### src/rtl/fibl_rr_sched_if.sv
`default_nettype none
// ============================================================================
// Module   : fibl_rr_sched_if
// Purpose  : Bundles the requester-side and server-side handshake signals of
//            the fibl round-robin scheduler.
// Modports : slave  - scheduler view (drives grants, responses, server request)
//            master - environment view (requesters and the fibl server)
// Signals  : req_valid/req_arg/req_ready         requester request channel
//            resp_valid/resp_data/resp_err/resp_ready  response channel
//            srv_in_valid/srv_in_ready/srv_in0    server argument channel
//            srv_out_valid/srv_out_ready/srv_out0 server result channel
//            busy                                 scheduler not idle
//            cache_hit                            only with FIBL_SCHED_CACHE_EN
// Optional : FIBL_SCHED_CACHE_EN adds the cache_hit signal
// Revision : 1.0 - initial release
// ============================================================================
interface fibl_rr_sched_if #(
  parameter int NREQ = 4,
  parameter int W    = 16
);
  logic [NREQ-1:0]   req_valid;
  logic [NREQ*W-1:0] req_arg;
  logic [NREQ-1:0]   req_ready;
  logic [NREQ-1:0]   resp_valid;
  logic [W-1:0]      resp_data;
  logic              resp_err;
  logic [NREQ-1:0]   resp_ready;
  logic              srv_in_valid;
  logic              srv_in_ready;
  logic [W-1:0]      srv_in0;
  logic              srv_out_valid;
  logic              srv_out_ready;
  logic [W-1:0]      srv_out0;
  logic              busy;
`ifdef FIBL_SCHED_CACHE_EN
  logic              cache_hit;
`endif

  modport slave (
    input  req_valid, req_arg, resp_ready, srv_in_ready, srv_out_valid, srv_out0,
    output req_ready, resp_valid, resp_data, resp_err, srv_in_valid, srv_in0,
    output srv_out_ready, busy
`ifdef FIBL_SCHED_CACHE_EN
    , output cache_hit
`endif
  );

  modport master (
    output req_valid, req_arg, resp_ready, srv_in_ready, srv_out_valid, srv_out0,
    input  req_ready, resp_valid, resp_data, resp_err, srv_in_valid, srv_in0,
    input  srv_out_ready, busy
`ifdef FIBL_SCHED_CACHE_EN
    , input cache_hit
`endif
  );
endinterface
`default_nettype wire

### src/rtl/fibl_rr_sched.sv
`default_nettype none
// ============================================================================
// Module   : fibl_rr_sched
// Purpose  : Round-robin scheduler sharing one fibl compute core among NREQ
//            requesters. One request is outstanding at a time; arguments
//            above MAX_ARG are answered with an error and never reach the core.
// Ports    : clk  - clock
//            rst  - asynchronous active-high reset
//            bus  - fibl_rr_sched_if.slave (request, response, server channels,
//                   busy, optional cache_hit)
// Optional : FIBL_SCHED_CACHE_EN - one-entry result cache; a repeated legal
//            argument is answered from the cache without a server transaction.
// Revision : 1.0 - initial release
// ============================================================================
module fibl_rr_sched #(
  parameter int NREQ    = 4,
  parameter int W       = 16,
  parameter int MAX_ARG = 24
) (
  input  wire logic        clk,
  input  wire logic        rst,
  fibl_rr_sched_if.slave   bus
);

  localparam int             PW        = (NREQ > 1) ? $clog2(NREQ) : 1;
  localparam logic [W-1:0]   c_MAX_ARG = W'(MAX_ARG);

  typedef enum logic [1:0] {
    S_IDLE  = 2'd0,
    S_ISSUE = 2'd1,
    S_WAIT  = 2'd2,
    S_RESP  = 2'd3
  } state_t;

  state_t          r_state;
  state_t          w_next;

  logic [PW-1:0]   r_rr;
  logic [PW-1:0]   r_owner;
  logic [W-1:0]    r_arg;
  logic [W-1:0]    r_data;
  logic            r_err;

  logic            w_found;
  logic [PW-1:0]   w_gidx;
  logic [W-1:0]    w_garg;
  logic            w_illegal;
  logic            w_grant;

  logic [NREQ-1:0] w_req_ready;
  logic [NREQ-1:0] w_resp_valid;
  logic            w_srv_in_valid;
  logic [W-1:0]    w_srv_in0;
  logic            w_srv_out_ready;
  logic            w_busy;

`ifdef FIBL_SCHED_CACHE_EN
  logic            r_cvalid;
  logic [W-1:0]    r_carg;
  logic [W-1:0]    r_cres;
  logic            w_hit;
`endif

  // (base + off) mod NREQ for offsets below NREQ
  function automatic logic [PW-1:0] f_wrap(input logic [PW-1:0] base, input int off);
    int s;
    s = int'(base) + off;
    if (s >= NREQ) s = s - NREQ;
    return PW'(s);
  endfunction

  // Round-robin search starting at the pointer, first valid requester wins
  always_comb begin
    w_found = 1'b0;
    w_gidx  = '0;
    for (int k = 0; k < NREQ; k++) begin
      if (!w_found && bus.req_valid[f_wrap(r_rr, k)]) begin
        w_found = 1'b1;
        w_gidx  = f_wrap(r_rr, k);
      end
    end
  end

  assign w_garg    = bus.req_arg[int'(w_gidx)*W +: W];
  assign w_illegal = (w_garg > c_MAX_ARG);
  // Gated by rst so no grant is advertised while the block is held in reset
  assign w_grant   = (r_state == S_IDLE) && w_found && !rst;

`ifdef FIBL_SCHED_CACHE_EN
  assign w_hit = !w_illegal && r_cvalid && (w_garg == r_carg);
`endif

  // State register
  always_ff @(posedge clk or posedge rst) begin
    if (rst) r_state <= S_IDLE;
    else     r_state <= w_next;
  end

  // Next state and handshake outputs
  always_comb begin
    w_next          = r_state;
    w_req_ready     = '0;
    w_resp_valid    = '0;
    w_srv_in_valid  = 1'b0;
    w_srv_in0       = '0;
    w_srv_out_ready = 1'b0;
    w_busy          = 1'b1;
    case (r_state)
      S_IDLE: begin
        w_busy = 1'b0;
        if (w_grant) begin
          w_req_ready[w_gidx] = 1'b1;
          if (w_illegal)
            w_next = S_RESP;
`ifdef FIBL_SCHED_CACHE_EN
          else if (w_hit)
            w_next = S_RESP;
`endif
          else
            w_next = S_ISSUE;
        end
      end
      S_ISSUE: begin
        w_srv_in_valid = 1'b1;
        w_srv_in0      = r_arg;
        if (bus.srv_in_ready) w_next = S_WAIT;
      end
      S_WAIT: begin
        w_srv_out_ready = 1'b1;
        if (bus.srv_out_valid) w_next = S_RESP;
      end
      S_RESP: begin
        w_resp_valid[r_owner] = 1'b1;
        if (bus.resp_ready[r_owner]) w_next = S_IDLE;
      end
      default: w_next = S_IDLE;
    endcase
  end

  // Transaction context: owner, argument, response payload, rr pointer
  always_ff @(posedge clk or posedge rst) begin
    if (rst) begin
      r_rr    <= '0;
      r_owner <= '0;
      r_arg   <= '0;
      r_data  <= '0;
      r_err   <= 1'b0;
    end else begin
      if (w_grant) begin
        r_owner <= w_gidx;
        r_arg   <= w_garg;
        r_rr    <= f_wrap(w_gidx, 1);
        if (w_illegal) begin
          r_err  <= 1'b1;
          r_data <= '0;
        end
`ifdef FIBL_SCHED_CACHE_EN
        else if (w_hit) begin
          r_err  <= 1'b0;
          r_data <= r_cres;
        end
`endif
      end
      if ((r_state == S_WAIT) && bus.srv_out_valid) begin
        r_data <= bus.srv_out0;
        r_err  <= 1'b0;
      end
    end
  end

`ifdef FIBL_SCHED_CACHE_EN
  // Every server result refreshes the single cache entry
  always_ff @(posedge clk or posedge rst) begin
    if (rst) begin
      r_cvalid <= 1'b0;
      r_carg   <= '0;
      r_cres   <= '0;
    end else if ((r_state == S_WAIT) && bus.srv_out_valid) begin
      r_cvalid <= 1'b1;
      r_carg   <= r_arg;
      r_cres   <= bus.srv_out0;
    end
  end

  assign bus.cache_hit = w_grant && w_hit;
`endif

  assign bus.req_ready     = w_req_ready;
  assign bus.resp_valid    = w_resp_valid;
  assign bus.resp_data     = r_data;
  assign bus.resp_err      = r_err;
  assign bus.srv_in_valid  = w_srv_in_valid;
  assign bus.srv_in0       = w_srv_in0;
  assign bus.srv_out_ready = w_srv_out_ready;
  assign bus.busy          = w_busy;

endmodule
`default_nettype wire

### src/flat_wrapper.sv
// flat-port wrapper written by rule: the top's interface ports become plain ports
module fibl_rr_sched_flat 
#(
  parameter int NREQ    = 4,
  parameter int W       = 16,
  parameter int MAX_ARG = 24
)
  (clk, rst, bus_req_valid, bus_req_arg, bus_resp_ready, bus_srv_in_ready, bus_srv_out_valid, bus_srv_out0, bus_req_ready, bus_resp_valid, bus_resp_data, bus_resp_err, bus_srv_in_valid, bus_srv_in0, bus_srv_out_ready, bus_busy);
  fibl_rr_sched_if #(.NREQ(NREQ), .W(W)) bus_i ();
  input  wire logic clk;
  input  wire logic rst;
  input wire logic [$bits(bus_i.req_valid)-1:0] bus_req_valid;
  input wire logic [$bits(bus_i.req_arg)-1:0] bus_req_arg;
  input wire logic [$bits(bus_i.resp_ready)-1:0] bus_resp_ready;
  input wire logic [$bits(bus_i.srv_in_ready)-1:0] bus_srv_in_ready;
  input wire logic [$bits(bus_i.srv_out_valid)-1:0] bus_srv_out_valid;
  input wire logic [$bits(bus_i.srv_out0)-1:0] bus_srv_out0;
  output wire logic [$bits(bus_i.req_ready)-1:0] bus_req_ready;
  output wire logic [$bits(bus_i.resp_valid)-1:0] bus_resp_valid;
  output wire logic [$bits(bus_i.resp_data)-1:0] bus_resp_data;
  output wire logic [$bits(bus_i.resp_err)-1:0] bus_resp_err;
  output wire logic [$bits(bus_i.srv_in_valid)-1:0] bus_srv_in_valid;
  output wire logic [$bits(bus_i.srv_in0)-1:0] bus_srv_in0;
  output wire logic [$bits(bus_i.srv_out_ready)-1:0] bus_srv_out_ready;
  output wire logic [$bits(bus_i.busy)-1:0] bus_busy;
  assign bus_i.req_valid = bus_req_valid;
  assign bus_i.req_arg = bus_req_arg;
  assign bus_i.resp_ready = bus_resp_ready;
  assign bus_i.srv_in_ready = bus_srv_in_ready;
  assign bus_i.srv_out_valid = bus_srv_out_valid;
  assign bus_i.srv_out0 = bus_srv_out0;
  assign bus_req_ready = bus_i.req_ready;
  assign bus_resp_valid = bus_i.resp_valid;
  assign bus_resp_data = bus_i.resp_data;
  assign bus_resp_err = bus_i.resp_err;
  assign bus_srv_in_valid = bus_i.srv_in_valid;
  assign bus_srv_in0 = bus_i.srv_in0;
  assign bus_srv_out_ready = bus_i.srv_out_ready;
  assign bus_busy = bus_i.busy;
  fibl_rr_sched #(.NREQ(NREQ), .W(W), .MAX_ARG(MAX_ARG)) u_core (.clk(clk), .rst(rst), .bus(bus_i));
endmodule
### config.mk
export PLATFORM = sky130hd
export DESIGN_NAME = fibl_rr_sched_flat
export DESIGN_NICKNAME = d
export VERILOG_FILES = /design/src/rtl/fibl_rr_sched_if.sv /design/src/rtl/fibl_rr_sched.sv /design/src/flat_wrapper.sv
export SDC_FILE = /design/constraint.sdc
export NUM_CORES = 1
export LEC_CHECK = 0
export CAP_MARGIN = 10
export CORE_UTILIZATION = 41
export CTS_BUF_LIST = sky130_fd_sc_hd__clkbuf_8 sky130_fd_sc_hd__clkbuf_16
export CTS_CLUSTER_DIAMETER = 40
export DETAILED_ROUTE_END_ITERATION = 8
export PLACE_DENSITY = 0.82
export SYNTH_ARGS = -nofsm -noshare
export SYNTH_HDL_FRONTEND = slang
export SYNTH_SLANG_ARGS = --single-unit
### constraint.sdc
create_clock -name clk -period 3.51 [get_ports clk]
set_clock_uncertainty 0.2 [all_clocks]
set_input_delay 0.702 -clock clk [delete_from_list [all_inputs] [get_ports clk]]
set_output_delay 0.702 -clock clk [all_outputs]
set_load 0.005 [all_outputs]
==> impl_metrics.yaml <==
run_status:
  status: "finished clean"
synthesis:
  synth_cells: 275
  synth_edf_count: 0
  synthArstFlopShare: 1.00
  syn_area_sq_um: 2690
  synthTopCellsByArea: "dfrtp_1, mux2i_1, nand2_1, mux2_2, a2bb2oi_1"
  yosysMostFrequentCell: "nand2_1"
  synthesis.nets: 375
  synth_warnings: 0
  ys_ff_latch: 39
  synth_area_per_cell_sq_um: 9.78
  yosys.area.top_type_share: 0.363
  yosysUniqueCellTypes: 40
  ys_seq_area_frac: 0.363
  ys.flop_type: "dfrtp_1"
  ys_top_cells_by_count: "nand2_1, dfrtp_1, mux2i_1, and2_1, o21ai_0"
  yosysTopAreaCell: "dfrtp_1"
pwr:
  irDropWorstVdd_v: 0.000348
  seqPwrFrac: 0.282
  netSwitchingFraction: 0.367
  clkPwrFrac: 0.121
  internal-power_uw: 1720
  power-per-cell-area_nw_per_um2: 621
  p_leak_uw: 0.00197
  p_switching_uw: 1000
  power_frac_comb: 0.597
sta:
  postLayoutSetupSlackWorst_ns: 0.0582
  min_period_over_period: 0.983
  maxSlewHeadroom: 0.560
  tightest_slew_ns: 0.656
  period_minus_slack_ns: 3.45
  max_freq_ghz: 0.290
  slew_viol_final: 0
  setup_viol: 0
  rsz0062_at_grt: "false"
  hold_violations: 0
floorplan:
  rows: 29
  ios: 136
  die_h_microns: 83
  core_area_sq_um: 6350
  die_area_sq_um: 6890
  die_w_microns: 83
  initial_core_util: 0.424
finish:
  area_growth_syn_to_layout_pct: 63.0
  fin_area_sq_um: 4390
  multi_input_area_sq_um: 1580
  fillCellCount: 515
  nets: 525
  regArea_sq_um: 976
  final_util: 0.691
  final-instance-count-excl-fill: 503
  layout-drive-gt1-share: 0.155
  antennaDiodeCount: 0
routing:
  first_pass_iters: 4
  via_per_inst: 5.20
  ant_nets: 0
  vias: 2616
  routed_wl_microns: 7550
  drtIter0Drc: 64
  wl_per_cell_microns: 15.0
  drc: 0
cts:
  clockBufferDepth: 2
  clock-sinks: 39
  cts_hold_buf: 0
  clock_latency_ns: 0.29
  cts-root-buf: "clkbuf_8"
  cts_buffers: 5
  tritoncts: "built"
  cts_max_level: 2
  clk_pin_slew_ns: 0.07
global_routing:
  grt_pass1_vias: 2762
  grt_util_all_layers: 0.226
  grt_pass1_wl_microns: 12500
  grt_overflow: 0
  grt_start_max_net_pins: 36
  antenna_found_initial: 0
placed_design:
  dp_hpwl_microns: 5830
  pre_cts_ws_ns: -0.190
  port_buffers: 135
  placed_area_sq_um: 4220
  placed_cells: 491
  place_congestion: 0.794
critical_path:
  cp-start-kind: "input pin"
  rrSetupSlack_ns: 0.68
  r2r.worst_path.cells: 10
  path_class: "input pin to output port"
  required_ns: 2.61
  cp_max_fo: 7
  arrival_ns: 2.55
  endpoint_kind: "output port"
hold_path:
  hp-class: "register to register"
  whs_path_depth: 2
run:
  cap_violations: 0
## worst max-delay path, cell delays in order
cell,delay [ns]
clkdlybuf4s50_1,0.52
buf_4,0.14
nor4_2,0.05
buf_4,0.14
nor3_2,0.31
and2_1,0.19
clkdlybuf4s50_1,0.50
## area by class of cell
cell class	count	share of cell area
multi-input cells	206	0.361
flip-flops and latches	39	0.223
inverters	11	0.00942
well taps	77	0.0220
clock inverters	1	0.000856
repair buffers	162	0.362
clock buffers	7	0.0220
## kinds of logic after synthesis
group                    after synthesis  synth area share
AND/OR/NAND/NOR                       83             0.154
AO/OA/AOI/OAI                         68             0.201
multiplexers                          47             0.183
flip-flops                            39             0.363
buffers and inverters                 30            0.0619
adder cells (fa/ha/maj)                8            0.0372
## placed cells by master (no fill, tap or decap), types with 2 or more instances in the layout
cell             count
nor2_1               8
dfrtp_1             39
nor3_1               2
o31ai_2             10
a2bb2oi_1           16
clkdlybuf4s50_1    131
clkbuf_8             7
nand2_1             41
ha_1                 8
buf_4               24
o21ai_0             17
and2_1              21
inv_1               10
dlymetal6s2s_1       3
nand4_1              2
mux2i_1             30
o31ai_1              6
a21oi_1              4
o21ai_1              3
mux2_1               4
mux2_2              13
nand2b_1             2
buf_12               2
## layer usage
layer	part of all wire	track usage	wire length, microns	vias up
met2	0.51	0.408	3870	84
met5	0	0	0	-
met1	0.41	0.258	3080	1236
met3	0.048	0.0447	361	19
li1	-	-	-	1277
met4	0.031	0.0987	235	0
## worst paths after layout
kind	from	endpoint
max	bus_req_valid[0]	bus_req_ready[3]
min	u_core.r_arg[5]	u_core.r_arg[5]
max reg2reg	u_core.r_rr[1]	u_core.bus.resp_data[7]
min reg2reg	u_core.r_arg[5]	u_core.r_arg[5]
max in group asynchronous	rst	u_core.bus.resp_data[12]
min in group asynchronous	rst	u_core.r_owner[0]
## power by group through the flow
stage	combinational, uW	clock [uW]	sequential (uW)
6_report	1630	330	768
5_1_grt	1780	352	793
4_1_cts	1630	340	768
3_5_place_dp	1590	0	774
3_3_place_gp	1550	0	763
2_1_floorplan	934	0	758
## state kept, by name, indices dropped and copies added, names as in the netlist
name / flops
u_core.bus.resp_err: 1
u_core.r_arg: 16
u_core.bus.resp_data: 16
u_core.r_state: 2
u_core.r_rr: 2
u_core.r_owner: 2
## through the flow
stage / hold slack [ns] / setup TNS (ns) / power [uW]
4_1_cts: 0.280 / 0 / 2740
6_report: 0.274 / 0 / 2720
2_1_floorplan: 0.242 / 0 / 1690
3_3_place_gp: 0.253 / -0.958 / 2320
5_1_grt: 0.297 / 0 / 2930
3_5_place_dp: 0.263 / -2.97 / 2370
## what timing repair did
item	in CTS	in global routing
pin swaps	2	3
buffers inserted	3	2
setup endpoints to repair	4	10
resized for setup	3	7
Note: power is estimated with default switching activity, not from simulation.
